## src/rtl/l2cache_dv_ctrl.sv

```systemverilog
// Dirty/valid SRAM controller for the L2 cache: power-on / on-demand invalidate
// sweep, plus round-robin arbitration between one-way updates and full-set lookups.
module l2cache_dv_ctrl #(
  parameter bit INIT_ON_RESET = 1'b1
) (
  input  logic        clk,
  input  logic        rst_n,
  input  logic        rd_req,
  input  logic [6:0]  rd_set,
  output logic        rd_gnt,
  output logic        rd_vld,
  output logic [15:0] rd_data,
  input  logic        wr_req,
  input  logic [9:0]  wr_addr,
  input  logic [1:0]  wr_data,
  output logic        wr_gnt,
  input  logic        inv_req,
  output logic        init_busy,
  output logic        sram_we,
  output logic [9:0]  sram_addr,
  output logic [1:0]  sram_din,
  input  logic [15:0] sram_dout
);

  typedef enum logic {ST_INIT, ST_RUN} state_t;

  state_t      state_q, state_d;
  logic [9:0]  cnt_q, cnt_d;
  logic        wr_wins_q, wr_wins_d;   // 1: write takes the next contested cycle
  logic [9:0]  addr_q;
  logic        rd_vld_p1;

  logic        rd_gnt_c, wr_gnt_c, we_c;
  logic [9:0]  addr_c;
  logic [1:0]  din_c;

  always_comb begin
    state_d   = state_q;
    cnt_d     = cnt_q;
    wr_wins_d = wr_wins_q;
    rd_gnt_c  = 1'b0;
    wr_gnt_c  = 1'b0;
    we_c      = 1'b0;
    addr_c    = addr_q;
    din_c     = 2'b00;
    case (state_q)
      ST_INIT: begin
        we_c   = 1'b1;
        addr_c = cnt_q;
        cnt_d  = cnt_q + 10'd1;
        if (cnt_q == 10'd1023) state_d = ST_RUN;
      end
      ST_RUN: begin
        if (inv_req) begin
          state_d = ST_INIT;
        end else begin
          if (wr_req && rd_req) begin
            wr_gnt_c  = wr_wins_q;
            rd_gnt_c  = !wr_wins_q;
            wr_wins_d = !wr_wins_q;
          end else begin
            wr_gnt_c = wr_req;
            rd_gnt_c = rd_req;
          end
          if (wr_gnt_c) begin
            we_c   = 1'b1;
            addr_c = wr_addr;
            din_c  = wr_data;
          end else if (rd_gnt_c) begin
            addr_c = {rd_set, 3'b000};
          end
        end
      end
    endcase
  end

  always_ff @(posedge clk or negedge rst_n) begin
    if (!rst_n) begin
      state_q   <= INIT_ON_RESET ? ST_INIT : ST_RUN;
      cnt_q     <= 10'd0;
      wr_wins_q <= 1'b1;
      addr_q    <= 10'd0;
      rd_vld_p1 <= 1'b0;
    end else begin
      state_q   <= state_d;
      cnt_q     <= cnt_d;
      wr_wins_q <= wr_wins_d;
      addr_q    <= addr_c;
      // p0 -> p1: SRAM read latency, data returns with rd_vld_p1
      rd_vld_p1 <= rd_gnt_c;
    end
  end

  // Combinational outputs are forced low while reset is held.
  assign rd_gnt    = rst_n & rd_gnt_c;
  assign wr_gnt    = rst_n & wr_gnt_c;
  assign sram_we   = rst_n & we_c;
  assign sram_addr = rst_n ? addr_c : 10'd0;
  assign sram_din  = rst_n ? din_c : 2'b00;
  assign rd_vld    = rd_vld_p1;
  assign rd_data   = rd_vld_p1 ? sram_dout : 16'd0;
  assign init_busy = (state_q == ST_INIT);

endmodule

```

## config.mk

```make
export PLATFORM = sky130hd
export DESIGN_NAME = l2cache_dv_ctrl
export DESIGN_NICKNAME = d
export VERILOG_FILES = /design/src/rtl/l2cache_dv_ctrl.sv
export SDC_FILE = /design/constraint.sdc
export NUM_CORES = 1
export LEC_CHECK = 0
export BUFFER_PORTS_ARGS = -buffer_cell sky130_fd_sc_hd__buf_4
export CORE_UTILIZATION = 50
export DETAILED_ROUTE_END_ITERATION = 8
export MAX_ROUTING_LAYER = met4
export PLACE_DENSITY = 0.88
export SLEW_MARGIN = 15
export SYNTH_ARGS = -nofsm -noshare
export SYNTH_HDL_FRONTEND = slang
export SYNTH_SLANG_ARGS = --single-unit
export TNS_END_PERCENT = 20
```

## constraint.sdc

```tcl
create_clock -name clk -period 4.8 [get_ports clk]
set_input_delay 0.24 -clock clk [delete_from_list [all_inputs] [get_ports clk]]
set_output_delay 0.24 -clock clk [all_outputs]
set_load 0.005 [all_outputs]
```

Word level (Yosys, flattened, before mapping) --
Cells that the tools add are included. Widths: inputs -> output; s select.
Word-level totals: flip-flop bits (word level) 23, output and inout port bits 33, word-level logic and storage cells 41
Cells by class: $add $sub $neg 1, equality and inequality tests 1, muxes and demuxes 26, bitwise gates (word level) 5, reduce and logical (&&, ||, !) cells 3
Operator list (number):
- $mux 10 | 4
- $pmux 10 s2 | 1
- $mux 16 | 1
- $mux 1 | 14
- $add 10x1->10 const B | 1
- $eq 10x10->1 const B | 1
- $mux 2 | 4
- $pmux 1 s2 | 2
- $and 1x1->1 | 3
- $reduce_and 3->1 | 1
- $not 1->1 | 2
- $logic_and 1x1->1 | 1
- $logic_not 1->1 | 1

Longest topological paths before layout --
Gate-level depths: netlist of run 1.
word-level depth 9, gate-level depth with buffers 6, depth with buffers taken out 4

Least setup slack after synthesis of run 1 --
OpenSTA, ideal clock, no wires.
path type register to output, start point reg wr_wins_q, end point out sram_addr[3], arrival time 1.504 ns, required time 4.560 ns, slack 3.056 ns, stages on the path, launching flop included 6, cell sequence dfstp_2 buf_2 nand2_2 a311o_1 a311oi_2 and2_1
On the way: cells in the longest elaborated chain, start to end 9, elaborated cells between the ends (all ways) 12, those cells by class mux (11); reduce/logical (1)
Ends and longest elaborated chain:
- from (decl) | line 29 | logic wr_wins_q, wr_wins_d;
- from (signal assigned) | line 87 | wr_wins_q <= wr_wins_d;
- $logic_not 1->1 | line 59 | rd_gnt_c = !wr_wins_q;
- $mux 1 | line 57 | if (wr_req && rd_req) begin
- $mux 1 | line 54 | if (inv_req) begin
- $mux 1 | line 46 | case (state_q)
- $mux 10 | line 69 | end else if (rd_gnt_c) begin
- $mux 10 * | line 65 | if (wr_gnt_c) begin
- $mux 10 * | line 54
- $pmux 10 s2 * | line 46
- named net addr_c[3] | line 34 | logic [9:0] addr_c;
- $mux 10 * | line 98 | assign sram_addr = rst_n ? addr_c : 10'd0;
- to (decl) | line 20 | output logic [9:0] sram_addr,
Mark *: on every way through the listed nets, which the timed path passes. The rest lies on a longest branch. The select of a mux whose other input is x is not followed.

Worst setup path after layout of run 1 --
start point reg state_q, end point out sram_addr[4]
On the way: cells in the longest elaborated chain, start to end 3
Ends and longest elaborated chain:
- from (decl) | line 27 | state_t state_q, state_d;
- from (signal assigned) | line 79 | state_q <= INIT_ON_RESET ? ST_INIT : ST_RUN;
- from (signal assigned) | line 85 | state_q <= state_d;
- $not 1->1
- $pmux 10 s2 * | line 46
- named net addr_c[4] | line 34
- $mux 10 * | line 98
Mark *: on every way through the listed nets, which the timed path passes. The rest lies on a longest branch.

==> results of run 1 <==
repair_timing:
action | 4_1_cts | 5_1_grt
hold buffers | 1 | 0
resized for setup | 0 | 0
hold endpoints to repair | 22 | 0
where the power goes:
group / switching, mW / internal, mW
Combinational: 0.0222 / 0.0286
Sequential: 0 / 0.194
Clock: 0.0596 / 0.0312
critical path: stages, from the launching register on:
cell,delay (ps)
sky130_fd_sc_hd__dfrtp_1,1050
sky130_fd_sc_hd__nand2b_1,310
sky130_fd_sc_hd__a221oi_1,390
sky130_fd_sc_hd__a311oi_2,100
sky130_fd_sc_hd__and2_1,250
sky130_fd_sc_hd__buf_4,130
per-layer routing:
layer,vias to the layer above,wire [um]
li1,727,-
met1,727,1570
met2,72,2020
met3,4,325
met4,0,23
met5,-,0
path summary, 6_finish.rpt:
path                            startpoint           end  slack, ps
worst max-delay path               state_q  sram_addr[4]       2020
worst min-delay path             rd_set[5]     addr_q[8]        190
worst max register to register     state_q     addr_q[4]       2770
worst min register to register    cnt_q[8]      cnt_q[8]        510
max in group asynchronous            rst_n     wr_wins_q       4120
min in group asynchronous            rst_n     addr_q[2]        370
cells by family after synthesis:
| logic type | count (synthesis) | synth area share |
|---|---|---|
| compound gates | 34 | 0.195 |
| flops | 23 | 0.375 |
| xor+xnor | 10 | 0.0570 |
| buf+inv | 17 | 0.0513 |
| fa+ha+maj | 1 | 0.00814 |
| mux | 1 | 0.00732 |
| simple gates | 81 | 0.306 |
through the flow:
stage          hold WS [ps]  power, mW  worst slack, ps  cells   util
4_1_cts                 187      0.338             2030    264  0.742
3_3_place_gp            177      0.247             2560    259  0.728
5_1_grt                 187      0.348             1850    264  0.742
2_1_floorplan         -55.6      0.214             3060    167      -
3_5_place_dp            184      0.248             2390    259  0.728
6_report                192      0.335             2020    264  0.742
state kept, by name, indices dropped and copies added (netlist names):
register / flops
wr_wins_q: 1
rd_vld: 1
state_q: 1
addr_q: 10
cnt_q: 10
layout make-up:
type,instances,share of cell area
clock inverter,1,0.00239
timing repair buffer,73,0.262
inverter,6,0.0107
clock buffer,3,0.0107
sequential,23,0.275
multi-input combinational,127,0.420
tap,31,0.0185
synth_stat cells (all sizes together), types with 2 or more instances:
library cell	n
a311o	5
nand2b	4
nand2	10
and2b	2
nand4b	2
a32oi	2
a311oi	5
o21ai	3
buf	7
a221oi	5
and3b	5
dfrtp	22
inv	6
xnor2	8
and2	26
and3	7
nor2b	3
a21oi	7
clkbuf	4
nor2	11
nand3	7
xor2	2
==> impl.org, run 1 <==
** Outcome
- The run finished, with violations left.
- The final reports fail on design-rule violations.

** Yosys
- After synthesis the netlist holds a flip-flop and latch count of 23.
- Summed over all instances, the cell type with the most area after synthesis is sky130_fd_sc_hd__dfrtp_1.
- During synthesis, Yosys emitted a total of 0 warnings.
- Number of distinct library cell variants in the gate-level netlist after synthesis :: 38
- Counting every net in the synthesized netlist gives 208.
- Post-synth EDFFs :: 0
- Proportion of synthesized chip area in sequential cells :: 0.375
- The cell area that synthesis handed to floorplanning was 1540 um2.
- In the post-synthesis netlist, the biggest area contributors are sky130_fd_sc_hd__dfrtp_1 (36%), sky130_fd_sc_hd__and2_1 (11%), sky130_fd_sc_hd__a311oi_2 (4.9%), sky130_fd_sc_hd__xnor2_1 (4.6%), sky130_fd_sc_hd__a311o_1 (3.3%).
- Proportion of netlist area held by the largest area contributor :: 0.358
- Mean Syn Cell Area :: 9.21 um2
- Among all flip-flop cells after synthesis, the most frequent one is sky130_fd_sc_hd__dfrtp_1.
- Synthesis handed over a netlist of 167 instances.
- For this run, asynchronously set or reset flops after synthesis account for 1.00.

** Die
- During I/O placement, the number of pins put on the boundary was 73.
- In this run the standard cell core region covers 2830 um2.
- Die Span X :: 57.5 um
- Die height :: 57.5 um
- Initial core utilization :: 0.544
- Number of core rows :: 19
- Die area :: 3300 um2

** Clock tree
- Number of buffers created by CTS :: 3
- Clock-pin slew was measured on the worst setup and hold paths at 130 ps.
- The clock passes through at most 2 buffers.
- CTS built an H-tree with a depth of 1.
- Insertion delay to the later sink of the worst-skew pair :: 310 ps
- Number of clock sinks :: 23
- TritonCTS built the clock tree.
- Buffers added to address setup during post-CTS repair amount to 0.
- Root buf cell :: sky130_fd_sc_hd__clkbuf_4

** Global route
- The number of global-route vias before repair was 1410.
- After global routing the overflow that remains totals 0.
- For this run, global-route usage on met1 was measured as 0.299.
- Met2 Resource Use GR :: 0.463
- For this run, global-route usage on met3 was measured as 0.0567.
- The first global-routing pass estimated 6430 um of wire.
- Antenna violations before repair :: 0
- The global routing stage identified its most utilized layer as met2.
- For this run, the total global-route usage over all layers was measured as 0.259.
- Entering global routing, the biggest net connects 39 pins.

** Drt
- Dividing the detail-routed via count by the number of cells gives 5.80.
- For this block, the initial DRC count from the detailed router was 55.
- Total iterations of the first detailed-routing run :: 7
- Wire length per cell after detailed routing :: 14.9 um
- DR DRC count :: 10
- Summed over all layers, the routed wires come to 3940 um.
- The routed layout has 1530 vias.
- The count of nets left with antenna violations once routing finished came out at 0.

** Cells and area
- The library cells used most frequently in the layout, excluding fill and tap cells, are sky130_fd_sc_hd__buf_4 (72), sky130_fd_sc_hd__and2_1 (26), sky130_fd_sc_hd__dfrtp_1 (22).
- Share of final-layout standard cells stronger than drive strength 1 :: 0.365
- Total area of multi-input combinational cells :: 882 um2
- The repair_antennas step left the layout with diodes totalling 0.
- The filler cells instantiated in the layout total 216.
- The sequential cells in the finished layout cover a total of 577 um2.
- Leaving out fill and tap cells, the most frequent cell in the layout is sky130_fd_sc_hd__buf_4.
- Final net count :: 275
- Layout overhead on the synthesized area :: 36.5%
- Once layout is done, the placed cells without fillers occupy 2100 um2.

** STA
- The final count of hold timing violations was 0.
- After routing, the total negative slack on setup checks comes to 0 ps.
- In the finished design, the share of the clock period the worst path needs comes to 0.580.
- Between clock sinks in the finished design, the worst skew comes to 1.82 ps.
- Endpoints failing setup :: 0
- The count of pins over their slew limit came to 0.
- Maximum operating frequency :: 359 MHz
- Period minus WS final :: 2780 ps
- For the pin with the worst max-slew slack, the measured transition is 1030 ps.
- Unrepaired setup endpoints after global routing :: no
- Headroom to the max-slew limit :: 0.313

** Hold path
- The worst hold path was traced through 3 stages.
- Worst min-delay path class :: input pin to flop

** Critical path
- Worst setup path category :: flop to output pin
- Startpoint kind of the worst setup timing path :: flop
- Element type at the critical path end :: output pin
- Data required time of the critical path :: 4560 ps
- STA puts the critical path data arrival time at 2540 ps.
- The worst register-to-register path has a depth of 3.
- In this run the worst path has a maximum fanout of 32.

** Flow run
- Max-cap violations in this run came to 0.

** Power and ir drop
- Power spread over the standard cell area amounts to 160 nW/um2.
- IR analysis of the VDD net gives a maximum drop of 0.000154 V.
- Static Leak :: 1.05 nW

** Placement
- IO buf count :: 72
- Detailed placement HPWL :: 2950 um
- Post-Place Cell Area :: 2060 um2
- The congestion estimate from routability-driven global placement came to 0.838.
No activity file was read; power rests on OpenSTA's default activity.
==> inputs of run 2 (changes only) <==
Settings changed: CORE_UTILIZATION 50 to 42, PLACE_DENSITY 0.88 to 0.79.
Clock period 4.8 ns to 2.5 ns, I/O delays scaled along.
==> run 2 against run 1 <==
Against the previous run: the run now ends clean; via count is 2.8% lower; core utilization down 12 points; sequential share of layout area decreased by 0.42 points; highest routed layer unchanged; critical path depth unchanged; wire length decreased by 2.3%; worst hold slack got worse by 66 ps.
==> impl.org, run 2 (synthesis results as in run 1) <==
** Outcome
- Outcome :: finished, final reports clean

** Clock tree
- The total clock buffers created by CTS is 3 (unchanged).
- The clock latency on the worst-skew pair was 310 ps (about the same).
- Number of clock sinks :: 23 (unchanged)
- Register clock-pin slew on the reported worst setup and hold paths :: 120 ps (about the same)
- # Post-CTS Setup Buffers :: 0 (unchanged)
- The maximum level of the CTS H-tree came to 1 (unchanged).
- In this run the clock root is driven by a sky130_fd_sc_hd__clkbuf_4.
- The maximum count of clock buffers along a single path was 2 (unchanged).
- CTS tree :: built

** STA
- Total count of max-transition violations in the final report :: 0 (unchanged)
- The slew at the pin closest to its max-slew limit is 379 ps (-651 ps).
- Worst setup skew after layout :: 1.30 ps (-0.525 ps)
- Subtracting the final worst setup slack from the clock period gives 2140 ps.
- The total negative setup slack came to 0 ps (unchanged).
- Unrepaired setup endpoints after global routing :: no
- Final critical-path setup slack :: 361 ps (-1660 ps)
- Hold Fails Final Rpt :: 0 (unchanged)
- Static timing analysis puts the maximum clock frequency at 467 MHz.
- Of the available clock period, the critical path in the final layout requires 0.856.
- Final hold slack :: 125 ps (-66.1 ps)
- Headroom to the max-slew limit :: 0.747 (+0.434)
- Endpoints failing setup :: 0 (unchanged)

** Critical path
- The total buffers and inverters traversed by the critical path is 1 (unchanged).
- Worst reg-to-reg path cell count :: 5 (+2)
- Critical Path Max Stage Delay :: 640 ps (-410 ps)
- In this design, the largest share of critical-path delay is due to compound AO/OA/AOI/OAI gates.
- The arrival time of data at the critical path endpoint came to 2010 ps (-530 ps).
- Startpoint kind of the worst setup timing path :: flop
- Element type at the critical path end :: output pin
- The critical path is of the flop to output pin type.
- Traced cell by cell, the critical path runs through nand2_2 > a311o_1 > a311oi_2 > and2_1 > buf_4.
- The required arrival time at the worst endpoint is 2380 ps (-2180 ps).
- Maximum fanout encountered on the critical timing path :: 9 (-72%)
- Crit path depth :: 5 (unchanged)
- CP max-delay cell :: sky130_fd_sc_hd__dfstp_2

** Cells and area
- The count of filler cells inserted in the layout came to 326 (+51%).
- The proportion of layout cells with a drive suffix above 1 is 0.366 (+0.00115).
- Largest registers in the final layout :: addr_q: 10 flops, cnt_q: 10 flops
- Top library cells by usage in the layout, fill and taps aside :: sky130_fd_sc_hd__buf_4 (74), sky130_fd_sc_hd__and2_1 (26), sky130_fd_sc_hd__dfrtp_1 (22)
- The final instance count without filler cells was 281 (+6.4%).
- Finished Cell Area :: 2130 um2 (+1.6%)
- Layout overhead on the synthesized area :: 38.6%
- Final Util :: 0.624 (-0.118)
- Number of antenna repair diodes :: 0 (unchanged)
- Leaving out fill and tap cells, the most frequent cell in the layout is sky130_fd_sc_hd__buf_4.
- Final net count :: 277 (+0.73%)

** Global route
- The combined global-route utilization of all metal layers was 0.208 (-0.0501).
- The largest net degree at the start of global routing was 39 (unchanged).
- The number of global-route vias before repair came to 1403 (-0.50%).
- Global-route wire length before repair :: 6530 um (+1.5%)
- The initial antenna violation count is 0 (unchanged).
- Total grt overflow :: 0 (unchanged)

** Power and ir drop
- Largest vdd supply drop :: 0.000206 V (+33%)
- The post-layout total power was 0.643 mW (+92%).
- PwrDens :: 302 nW/um2 (+89%)
- Static Leak :: 1.06 nW (+0.78%)

** Die
- Die height :: 62.5 um (+8.8%)
- The die area came to 3910 um2 (+18%).
- The starting utilization of the core area came to 0.450 (-0.0934).
- Area of the placeable core :: 3420 um2 (+21%)
- The die width was 62.5 um (+8.8%).
- The site row count came to 21 (+2).
- The I/O pin count was 73 (unchanged).

** Drt
- The total wirelength of the detailed-routed design is 3850 um (-2.3%).
- Wire length per cell after detailed routing :: 13.7 um (-8.2%)
- The count of unresolved DRC violations after routing was 0 (-10).
- Routed via count divided by cell count :: 5.29 (-8.7%)
- DRC violation total after the first TritonRoute iteration :: 46 (-16%)
- Antenna Nets Post-Route :: 0 (unchanged)
- Total via count in the routed design :: 1487 (-2.8%)
- The number of search-and-repair iterations in the first detailed-routing pass is 4 (-3).

** Placement
- The post-detailed-placement half-perimeter wirelength was 2910 um (-1.2%).
- The last weighted congestion value of the routability-driven placer is 0.771 (-7.9%).
- Worst setup slack after placement :: 709 ps (-1690 ps)
- The count of buffers inserted at the top-level ports is 72 (unchanged).
- Number of placed cells counting well taps :: 276 (+6.6%)
- The cell area reported after detailed placement was 2090 um2 (+1.6%).

** Hold path
- Worst min-delay path class :: input pin to flop
- The count of cells along the worst hold path is 3 (unchanged).

** Flow run
- The number of max-cap violations was 0 (unchanged).
## run 2: path summary, 6_finish.rpt
kind,from,endpoint,slack (ps)
max,wr_wins_q,sram_addr[9],360
min,wr_addr[8],addr_q[8],130
max in group asynchronous,rst_n,wr_wins_q,1920
min reg2reg,cnt_q[7],cnt_q[7],500
max reg2reg,state_q,cnt_q[8],850
min in group asynchronous,rst_n,cnt_q[0],260
## run 2: timing repair
item	4_1_cts	5_1_grt
hold endpoints to repair	22	0
gates resized for setup	0	0
hold buffers	1	0
## run 2: routing by layer
metal	wire length, um	share of wire	GRT usage
met1	1660	0.43	0.260
met2	1830	0.48	0.340
met3	333	0.087	0.0547
met4	25	0.0065	0.0407
met5	0	0	-
## run 2: final cells by class
cell class	instances	area [um2]	area share
Tap cell	46	57.6	0.0270
Clock buffer	4	26.3	0.0123
Multi-Input combinational cell	127	882	0.414
Sequential cell	23	577	0.271
Timing Repair Buffer	75	566	0.265
Inverter	6	22.5	0.0106
## run 2: power by group
part           internal [mW]  leakage, nW  switching [mW]
logic                 0.0550        0.754          0.0427
registers              0.372        0.293               0
clock network         0.0623       0.0150           0.111
total                  0.489         1.06           0.154
## run 2: worst register-to-register path: stages, from the launching register on
cell and delay [ps]:
sky130_fd_sc_hd__dfrtp_1 520, sky130_fd_sc_hd__buf_4 240, sky130_fd_sc_hd__nor2b_1 230, sky130_fd_sc_hd__and3_1 300, sky130_fd_sc_hd__nand3_1 120, sky130_fd_sc_hd__xnor2_1 140
==> inputs of run 3 (changes only) <==
Settings changed: CTS_BUF_LIST set to sky130_fd_sc_hd__clkbuf_16.
==> run 3 against run 2 <==
Against the previous run: design area is 2.5% higher; critical path depth unchanged; combinational power about the same; power is 27% higher; sequential power hardly changed; largest cell class unchanged.
==> impl.org, run 3 (synthesis results as in run 1) <==
** Clock tree
- The maximum count of clock buffers along a single path was 2 (unchanged).
- The clock latency on the worst-skew pair was 260 ps (-50 ps).
- The total clock buffers created by CTS came to 3 (unchanged).
- Root buf cell :: sky130_fd_sc_hd__clkbuf_16
- CTS tree :: built
- Register clock-pin slew on the reported worst setup and hold paths :: 60 ps (-60 ps)
- Count of H-tree levels built during CTS :: 1 (unchanged)
- The clock sink count came to 23 (unchanged).
- The number of resized instances in the post-cts repair step came to 0 (unchanged).

** Drt
- Wire length per cell after detailed routing :: 14.3 um (+4.4%)
- The count of unresolved DRC violations after routing is 0 (unchanged).
- DRC violation total after the first TritonRoute iteration :: 36 (-22%)
- Total via count in the routed design :: 1502 (+1.0%)
- Total wire length after detailed routing :: 4020 um (+4.4%)
- The number of search-and-repair iterations in the first detailed-routing pass was 4 (unchanged).
- Antenna Nets Post-Route :: 0 (unchanged)
- The mean number of vias per cell was 5.35 (+1.0%).

** Global route
- The combined global-route utilization of all metal layers was 0.218 (+0.0101).
- Vias in the first global route :: 1432 (+2.1%)
- The first-pass GRT wire length came to 6750 um (+3.4%).
- The largest net degree at the start of global routing was 39 (unchanged).
- The initial antenna violation count came to 0 (unchanged).
- The total congestion overflow was 0 (unchanged).

** Critical path
- Worst setup path category :: flop to output pin
- Element type at the critical path end :: output pin
- The worst setup path is launched from a flop.
- Worst reg-to-reg path cell count :: 5 (unchanged)
- The arrival time of data at the critical path endpoint came to 1940 ps (-70 ps).
- Worst setup path startpoint :: wr_wins_q
- The worst register-to-register path begins at state_q.
- The required arrival time at the worst endpoint is 2380 ps (about the same).
- Maximum fanout encountered on the critical timing path :: 9 (unchanged)

** Hold path
- The tightest min-delay check is of the input pin to flop type.
- Worst Hold Launch :: rd_set[5]
- The count of cells along the worst hold path is 3 (unchanged).

** Cells and area
- The antenna cell count is 0 (unchanged).
- Largest registers in the final layout :: addr_q: 10 flops, cnt_q: 10 flops
- The total number of nets in the final design was 277 (unchanged).
- The top cell types in the final layout, fill and taps aside, are sky130_fd_sc_hd__buf_4 (74), sky130_fd_sc_hd__and2_1 (26), sky130_fd_sc_hd__dfrtp_1 (22).
- Compared with the post-synthesis result, the final layout area differs by 42.0%.
- Share of final-layout standard cells stronger than drive strength 1 :: 0.366 (unchanged)
- Commonest non-fill, non-tap cell in the layout :: sky130_fd_sc_hd__buf_4

** Placement
- IO buf count :: 72 (unchanged)
- Final estimated routing congestion in global placement :: 0.771 (unchanged)
- The post-detailed-placement half-perimeter wirelength was 2910 um (unchanged).

** STA
- The count of pins over their slew limit was 0 (unchanged).
- Final worst-path cycle share :: 0.825 (-0.0303)
- Unrepaired setup endpoints after global routing :: no
- Hold Fails Final Rpt :: 0 (unchanged)
- The slew at the pin closest to its max-slew limit came to 379 ps (-0.197 ps).
- The final clock skew came to 4.81 ps (+3.51 ps).
- Total negative slack for setup checks :: 0 ps (unchanged)
- Headroom to the max-slew limit :: 0.747 (about the same)
- Period minus WS final :: 2060 ps (-75.8 ps)
- Endpoints failing setup :: 0 (unchanged)
- The maximum operating frequency is 485 MHz (+3.7%).

** Die
- Die Span X :: 62.5 um (unchanged)
- The floorplan die height was 62.5 um (unchanged).
- The site row count came to 21 (unchanged).
- Die area :: 3910 um2 (unchanged)
- The I/O pin count was 73 (unchanged).
- The placeable core area is 3420 um2 (unchanged).
- Initial core utilization :: 0.450 (unchanged)

** Power and ir drop
- PwrDens :: 374 nW/um2 (+24%)
- Largest vdd supply drop :: 0.000244 V (+19%)
- The post-layout total power came to 0.816 mW (+27%).
- The standby leakage power was 1.09 nW (+2.6%).

** Flow run
- Number of maximum-capacitance violations :: 0 (unchanged)

** Outcome
- Outcome :: finished, final reports clean
-- run 3: power by group --
group | total [mW] | switching [mW] | internal [mW]
registers | 0.372 | 0 | 0.372
clock network | 0.346 | 0.133 | 0.214
logic | 0.0977 | 0.0427 | 0.0550
total | 0.816 | 0.175 | 0.641
-- run 3: critical path: stages, from the launching register on --
cell and delay, ps:
sky130_fd_sc_hd__dfstp_2 610, sky130_fd_sc_hd__nand2_2 140, sky130_fd_sc_hd__a311o_1 390, sky130_fd_sc_hd__a311oi_2 270
sky130_fd_sc_hd__and2_1 160, sky130_fd_sc_hd__buf_4 100
-- run 3: worst paths after layout --
check | to | slack [ps]
worst max-delay path | sram_addr[5] | 440
worst min-delay path | addr_q[8] | 200
worst max register to register | cnt_q[8] | 850
max in group asynchronous | wr_wins_q | 1850
worst min register to register | cnt_q[7] | 500
min in group asynchronous | cnt_q[0] | 340
-- run 3: routing by layer --
metal | vias up | share of wire | global-route usage | wire, um
met4 | 0 | 0.0077 | 0.0523 | 31
met2 | 71 | 0.48 | 0.355 | 1930
met5 | - | 0 | - | 0
met3 | 4 | 0.088 | 0.0584 | 352
li1 | 732 | - | - | -
met1 | 695 | 0.42 | 0.270 | 1700
-- run 3: what timing repair did --
item,4_1_cts,5_1_grt
hold endpoints to repair,22,0
endpoints found under the setup margin,0,0
setup buffers,0,0
hold buffers,1,0
-- run 3: cell type report --
class,instances,area (um2)
clock inverter,1,3.75
sequential,23,577
inverter,6,22.5
timing repair buffer,75,566
clock buffer,3,75.1
tap,46,57.6
fill,315,1230
multi-input combinational,127,882
-- run 3: stage by stage --
step	hold slack, ps	setup slack, ps	std cells	area [um2]	utilization
2_1_floorplan	-171	871	167	1540	-
3_3_place_gp	76.4	739	276	2090	0.613
3_5_place_dp	76.6	709	276	2090	0.613
4_1_cts	196	436	281	2180	0.639
5_1_grt	224	322	281	2180	0.639
6_report	199	437	281	2180	0.639
